[config.mk]
export PLATFORM = sky130hd
export DESIGN_NAME = controle_multiciclo_flat
export DESIGN_NICKNAME = d
export VERILOG_FILES = /design/src/rtl/controle_multiciclo_if.sv /design/src/rtl/controle_multiciclo.sv /design/src/flat_wrapper.sv
export SDC_FILE = /design/constraint.sdc
export NUM_CORES = 1
export LEC_CHECK = 0
export ABC_AREA = 1
export BUFFER_PORTS_ARGS = -buffer_cell sky130_fd_sc_hd__buf_4
export CAP_MARGIN = 15
export CORE_AREA = 2 2 39 41
export DETAILED_ROUTE_END_ITERATION = 16
export DIE_AREA = 0 0 41 43
export PLACE_DENSITY = 0.72
export SYNTH_ARGS = -nofsm -noshare
export SYNTH_HDL_FRONTEND = slang
export SYNTH_SLANG_ARGS = --single-unit
[constraint.sdc]
create_clock -name clock -period 1.25 [get_ports clock]
set_input_delay 0.0625 -clock clock [delete_from_list [all_inputs] [get_ports clock]]
set_output_delay 0.0625 -clock clock [all_outputs]
set_load 0.01 [all_outputs]
[src/rtl/controle_multiciclo_if.sv]
// Control bus between the multicycle controller (master) and the datapath it
// steers (slave). Carries the IR opcode, the memory handshake and every control line.
interface controle_multiciclo_if #(
  parameter int OPCODE_W = 6,
  parameter int ESTADO_W = 3
);
  logic [OPCODE_W-1:0] opcode;
  logic                mem_pronto;
  logic [1:0]          ula_opcode;
  logic [1:0]          reg_dest;
  logic [1:0]          mem_to_reg;
  logic                ula_src;
  logic                mem_escrita;
  logic                mem_leitura;
  logic                reg_escrita;
  logic                branch;
  logic                jump;
  logic                sign_zero;
  logic                pc_escrita;
  logic                ir_escrita;
  logic                instr_fim;
  logic                ilegal;
  logic [ESTADO_W-1:0] estado;

  modport master (
    input  opcode, mem_pronto,
    output ula_opcode, reg_dest, mem_to_reg, ula_src, mem_escrita, mem_leitura,
           reg_escrita, branch, jump, sign_zero, pc_escrita, ir_escrita,
           instr_fim, ilegal, estado
  );

  modport slave (
    output opcode, mem_pronto,
    input  ula_opcode, reg_dest, mem_to_reg, ula_src, mem_escrita, mem_leitura,
           reg_escrita, branch, jump, sign_zero, pc_escrita, ir_escrita,
           instr_fim, ilegal, estado
  );
endinterface

[src/rtl/controle_multiciclo.sv]
// Multicycle MIPS-like control FSM (fetch/decode/exec/mem/writeback).
// Define CONTROLE_ILEGAL_EN to trap opcodes with nonzero upper bits in a sticky ILEGAL state.
module controle_multiciclo #(
  parameter int OPCODE_W = 6,
  parameter int ESTADO_W = 3
) (
  input  logic             clock,
  input  logic             reset,
  controle_multiciclo_if.master bus
);

  typedef enum logic [2:0] {
    BUSCA  = 3'd0,
    DECOD  = 3'd1,
    EXEC   = 3'd2,
    MEM    = 3'd3,
    ESCR   = 3'd4,
    ILEGAL = 3'd5
  } estado_t;

  typedef enum logic [2:0] {
    OP_R    = 3'd0,
    OP_ADDI = 3'd1,
    OP_ORI  = 3'd2,
    OP_LW   = 3'd3,
    OP_SW   = 3'd4,
    OP_BEQ  = 3'd5,
    OP_J    = 3'd6,
    OP_JAL  = 3'd7
  } op_t;

  estado_t state, next;
  op_t     op_reg;
  logic    upper_nz;

  logic [1:0] ula_opcode_c, reg_dest_c, mem_to_reg_c;
  logic       ula_src_c, mem_escrita_c, mem_leitura_c, reg_escrita_c;
  logic       branch_c, jump_c, sign_zero_c, pc_escrita_c, ir_escrita_c;
  logic       instr_fim_c, ilegal_c;

  generate
    if (OPCODE_W > 3) begin : g_upper
      assign upper_nz = |bus.opcode[OPCODE_W-1:3];
    end else begin : g_no_upper
      assign upper_nz = 1'b0;
    end
  endgenerate

  always_ff @(posedge clock) begin
    if (reset) begin
      state  <= BUSCA;
      op_reg <= OP_R;
    end else begin
      state <= next;
      if (state == DECOD) op_reg <= op_t'(bus.opcode[2:0]);
    end
  end

  always_comb begin
    next          = state;
    ula_opcode_c  = 2'b00;
    reg_dest_c    = 2'b00;
    mem_to_reg_c  = 2'b00;
    ula_src_c     = 1'b0;
    mem_escrita_c = 1'b0;
    mem_leitura_c = 1'b0;
    reg_escrita_c = 1'b0;
    branch_c      = 1'b0;
    jump_c        = 1'b0;
    sign_zero_c   = 1'b0;
    pc_escrita_c  = 1'b0;
    ir_escrita_c  = 1'b0;
    instr_fim_c   = 1'b0;
    ilegal_c      = 1'b0;

    case (state)
      BUSCA: begin
        mem_leitura_c = 1'b1;
        pc_escrita_c  = bus.mem_pronto;
        ir_escrita_c  = bus.mem_pronto;
        if (bus.mem_pronto) next = DECOD;
      end

      DECOD: begin
        next = EXEC;
`ifdef CONTROLE_ILEGAL_EN
        if (upper_nz) next = ILEGAL;
`endif
      end

      EXEC: begin
        case (op_reg)
          OP_R: begin
            ula_opcode_c = 2'b10;
            next         = ESCR;
          end
          OP_ADDI: begin
            ula_src_c   = 1'b1;
            sign_zero_c = 1'b1;
            next        = ESCR;
          end
          OP_ORI: begin
            ula_src_c    = 1'b1;
            ula_opcode_c = 2'b11;
            next         = ESCR;
          end
          OP_LW, OP_SW: begin
            ula_src_c   = 1'b1;
            sign_zero_c = 1'b1;
            next        = MEM;
          end
          OP_BEQ: begin
            ula_opcode_c = 2'b01;
            branch_c     = 1'b1;
            instr_fim_c  = 1'b1;
            next         = BUSCA;
          end
          OP_J: begin
            jump_c      = 1'b1;
            instr_fim_c = 1'b1;
            next        = BUSCA;
          end
          OP_JAL: begin
            jump_c = 1'b1;
            next   = ESCR;
          end
          default: next = BUSCA;
        endcase
      end

      MEM: begin
        // Access strobe is held for the whole wait; only the exit depends on mem_pronto.
        case (op_reg)
          OP_LW: begin
            mem_leitura_c = 1'b1;
            if (bus.mem_pronto) next = ESCR;
          end
          OP_SW: begin
            mem_escrita_c = 1'b1;
            if (bus.mem_pronto) begin
              instr_fim_c = 1'b1;
              next        = BUSCA;
            end
          end
          default: next = BUSCA;
        endcase
      end

      ESCR: begin
        reg_escrita_c = 1'b1;
        instr_fim_c   = 1'b1;
        next          = BUSCA;
        case (op_reg)
          OP_R:   reg_dest_c = 2'b01;
          OP_LW:  mem_to_reg_c = 2'b01;
          OP_JAL: begin
            reg_dest_c   = 2'b10;
            mem_to_reg_c = 2'b10;
          end
          default: ;
        endcase
      end

      ILEGAL: begin
        ilegal_c = 1'b1;
        next     = ILEGAL;
      end

      default: next = BUSCA;
    endcase
  end

  // Reset masks every control combinationally so an abandoned instruction never writes.
  assign bus.ula_opcode  = reset ? '0 : ula_opcode_c;
  assign bus.reg_dest    = reset ? '0 : reg_dest_c;
  assign bus.mem_to_reg  = reset ? '0 : mem_to_reg_c;
  assign bus.ula_src     = ula_src_c     & ~reset;
  assign bus.mem_escrita = mem_escrita_c & ~reset;
  assign bus.mem_leitura = mem_leitura_c & ~reset;
  assign bus.reg_escrita = reg_escrita_c & ~reset;
  assign bus.branch      = branch_c      & ~reset;
  assign bus.jump        = jump_c        & ~reset;
  assign bus.sign_zero   = sign_zero_c   & ~reset;
  assign bus.pc_escrita  = pc_escrita_c  & ~reset;
  assign bus.ir_escrita  = ir_escrita_c  & ~reset;
  assign bus.instr_fim   = instr_fim_c   & ~reset;
  assign bus.estado      = ESTADO_W'(state);

`ifdef CONTROLE_ILEGAL_EN
  assign bus.ilegal = ilegal_c & ~reset;
`else
  logic unused_ilegal;
  assign unused_ilegal = ilegal_c ^ upper_nz;
  assign bus.ilegal    = 1'b0;
`endif

endmodule

[src/flat_wrapper.sv]
// flat-port wrapper written by rule: the top's interface ports become plain ports
module controle_multiciclo_flat 
#(
  parameter int OPCODE_W = 6,
  parameter int ESTADO_W = 3
)
  (clock, reset, bus_opcode, bus_mem_pronto, bus_ula_opcode, bus_reg_dest, bus_mem_to_reg, bus_ula_src, bus_mem_escrita, bus_mem_leitura, bus_reg_escrita, bus_branch, bus_jump, bus_sign_zero, bus_pc_escrita, bus_ir_escrita, bus_instr_fim, bus_ilegal, bus_estado);
  controle_multiciclo_if #(.OPCODE_W(OPCODE_W), .ESTADO_W(ESTADO_W)) bus_i ();
  input  logic clock;
  input  logic reset;
  input wire logic [$bits(bus_i.opcode)-1:0] bus_opcode;
  input wire logic [$bits(bus_i.mem_pronto)-1:0] bus_mem_pronto;
  output wire logic [$bits(bus_i.ula_opcode)-1:0] bus_ula_opcode;
  output wire logic [$bits(bus_i.reg_dest)-1:0] bus_reg_dest;
  output wire logic [$bits(bus_i.mem_to_reg)-1:0] bus_mem_to_reg;
  output wire logic [$bits(bus_i.ula_src)-1:0] bus_ula_src;
  output wire logic [$bits(bus_i.mem_escrita)-1:0] bus_mem_escrita;
  output wire logic [$bits(bus_i.mem_leitura)-1:0] bus_mem_leitura;
  output wire logic [$bits(bus_i.reg_escrita)-1:0] bus_reg_escrita;
  output wire logic [$bits(bus_i.branch)-1:0] bus_branch;
  output wire logic [$bits(bus_i.jump)-1:0] bus_jump;
  output wire logic [$bits(bus_i.sign_zero)-1:0] bus_sign_zero;
  output wire logic [$bits(bus_i.pc_escrita)-1:0] bus_pc_escrita;
  output wire logic [$bits(bus_i.ir_escrita)-1:0] bus_ir_escrita;
  output wire logic [$bits(bus_i.instr_fim)-1:0] bus_instr_fim;
  output wire logic [$bits(bus_i.ilegal)-1:0] bus_ilegal;
  output wire logic [$bits(bus_i.estado)-1:0] bus_estado;
  assign bus_i.opcode = bus_opcode;
  assign bus_i.mem_pronto = bus_mem_pronto;
  assign bus_ula_opcode = bus_i.ula_opcode;
  assign bus_reg_dest = bus_i.reg_dest;
  assign bus_mem_to_reg = bus_i.mem_to_reg;
  assign bus_ula_src = bus_i.ula_src;
  assign bus_mem_escrita = bus_i.mem_escrita;
  assign bus_mem_leitura = bus_i.mem_leitura;
  assign bus_reg_escrita = bus_i.reg_escrita;
  assign bus_branch = bus_i.branch;
  assign bus_jump = bus_i.jump;
  assign bus_sign_zero = bus_i.sign_zero;
  assign bus_pc_escrita = bus_i.pc_escrita;
  assign bus_ir_escrita = bus_i.ir_escrita;
  assign bus_instr_fim = bus_i.instr_fim;
  assign bus_ilegal = bus_i.ilegal;
  assign bus_estado = bus_i.estado;
  controle_multiciclo #(.OPCODE_W(OPCODE_W), .ESTADO_W(ESTADO_W)) u_core (.clock(clock), .reset(reset), .bus(bus_i));
endmodule
==> run metrics <==
status=complete, but fails checks; failing checks=setup timing; via/cell ratio=~5.0; sequential power share=0.323; Worst-Skew Late Latency=approximately 0.24 ns; cell-internal power=just over 0.0005 W; Starting Density=0.3472; hold worst-path end=u_core.bus.estado[0]; via count=636; setup slack, reg-to-reg=approximately 0.06 ns; Worst Slack Setup Final=-0.1435 ns; PD cells=a little under 1000 nW/um2; Residual DRC=0; die height=between 40 and 50 um; Net Sw Frac=0.3972; worst reg2reg path depth=7; Die Area=about 1800 um2; post-route setup TNS=-0.9247 ns; Filler cells=~130; #FFs+latches synth=6; Synth Cell Area=480.5 um2; width of the die=41 um; Synth Warn #=0; final net count=about 120; VDD IR max=between 0.0006 and 0.0007 V; Avg WL per Cell=10.76 um; synth-to-layout area growth=77.34%; HPWL Detailed=982.2 um; max-slew violation count=0; Hold Buf Count CTS=0; Reg2Reg Launch Point=u_core.bus.estado[0]; Avg Cell Area, Syn=6.082 um2; post-synthesis cell type count=19; Hold Path Depth=2; Crit Path Max Fanout=4; worst clock skew=~0.0016 ns; Clk pin slew, worst setup/hold paths=0.04 ns; RSZ-0062 raised after global routing=yes; first-pass GRT wire length=2145 um; most common cell after layout, fill and taps aside=buf_4; drt initial violations=8; Clock Sinks=6; pre-CTS WS=about 0.064 ns; Mapped Cells=between 70 and 80; initial antenna violation count=0; num rows=14; IO Pins=29; Max-Cap Viols=0; GRT Total Usage=0.1771; worst endpoint required time=1.19 ns; vias in the first global route=around 580; CTS Root Cell=clkbuf_4; grt ovf=0; Post-DRT Antenna Nets=0; minimum clock period=approximately 1.4 ns; Mapped Nets=around 90; GP Congestion=between 0.8 and 0.9; Final Hold Fails=0; n_diodes=0; core area=around 1400 um2; pin count of the biggest net entering global routing=10; data arrival time of the critical path=roughly 1.3 ns; R2R Path End=u_core.bus.estado[0]; maximum clock insertion buffer count=2; Period Utilization, post-route=1.115; DRT Pass-1 Iters=4; Sw Pwr=roughly 0.00033 W; power share of the combinational group=0.476; CP Capture Type=output pin; post-synthesis sequential area ratio=0.2500; most frequent cells in the layout=buf_4 (28), nand2_1 (12), nand3_1 (9); final setup fails=16; H-tree Lvls=1; Routed WL=1367 um; fmax=717.6 MHz; worst min path class=in -> reg; WS Path Type=reg -> out; hold path start=reset; number of port buffers=24; leakage=about 0.40 nW; CTS tree=built; Clk pwr share=0.201; clock buffer count from CTS=3; Setup crit start kind=flip-flop; share of cells above drive strength 1=0.6126
worst max path at each step:
stage / endpoint / slack (ns) / startpoint
floorplan: bus_reg_dest[1] / 0.003 / u_core.bus.estado[0]
global placement: u_core.bus.estado[1] / 0.08 / u_core.op_reg[1]
detailed placement: u_core.bus.estado[0] / 0.06 / u_core.bus.estado[0]
CTS: bus_mem_to_reg[1] / -0.12 / u_core.bus.estado[0]
global route: bus_mem_to_reg[1] / -0.19 / u_core.bus.estado[1]
finish: bus_instr_fim / -0.14 / u_core.bus.estado[1]
worst max-delay path, cell delays in order (launching register included):
cell     delay [ns]
dfxtp_4        0.37
inv_2          0.06
nor3_4         0.13
buf_6          0.12
nand4_1        0.06
a31oi_1        0.20
buf_4          0.15
synth_stat cells (all sizes together):
library cell	count	area (um2)
nand4	1	6.260
conb	1	3.750
inv	8	30.03
o21ai	4	20.02
a21oi	9	48.80
buf	4	33.78
nand2	17	73.82
a31oi	2	12.51
dfxtp	6	120.1
nor3	5	35.03
nand3	9	45.04
nor2	12	47.55
clkinv	1	3.750
per-stage QoR:
step / power (W) / area (um2) / instances / hold slack, ns / util
after floorplan: 0.0004542 / 489.2 / 79 / 0.2446 / -
after global placement: 0.0005520 / 678.2 / 118 / 0.2963 / 0.4901
after detailed placement: 0.0005593 / 678.2 / 118 / 0.3003 / 0.4901
after CTS: 0.0008076 / 819.5 / 127 / 0.04078 / 0.5922
after global routing: 0.0008886 / 852.1 / 127 / 0.06607 / 0.6157
final: 0.0008369 / 852.1 / 127 / 0.06446 / 0.6157
area by class of cell:
class,instances,area [um2],share of cell area
Tap cell,16,20.02,0.02349
Timing Repair Buffer,33,266.5,0.3128
Multi-Input combinational cell,60,375.4,0.4405
Sequential cell,6,133.9,0.1571
Inverter,9,33.78,0.03965
Clock buffer,3,22.52,0.02643
power by group through the flow:
stage,Clock (W),Sequential (W),Combinational [W]
5_1_grt,0.000179,0.000274,0.000435
3_5_place_dp,0,0.000254,0.000305
4_1_cts,0.000178,0.000265,0.000365
3_3_place_gp,0,0.000253,0.000299
2_1_floorplan,0,0.000262,0.000193
6_report,0.000168,0.000270,0.000399
metal layers:
| metal | GRT usage | routed length (um) |
|---|---|---|
| met5 | 0 | 0 |
| met4 | 0.1133 | 12 |
| met3 | 0.02094 | 83 |
| met2 | 0.2938 | 716 |
| met1 | 0.1974 | 555 |
what timing repair did:
item                                    CTS  global route
resized for setup                        25             9
endpoints found under the setup margin   15            17
setup buffers                             6             0
pin swaps                                 4             4
logic make-up (layout without fill, tap and decap cells):
family / Yosys count / after routing / synth area share
other cells: 1 / 1 / 0.007805
buf+inv: 13 / 45 / 0.1406
compound gates: 15 / 15 / 0.1693
simple gates: 44 / 44 / 0.4323
flops: 6 / 6 / 0.2500
No activity file was read; power rests on OpenSTA's default activity.
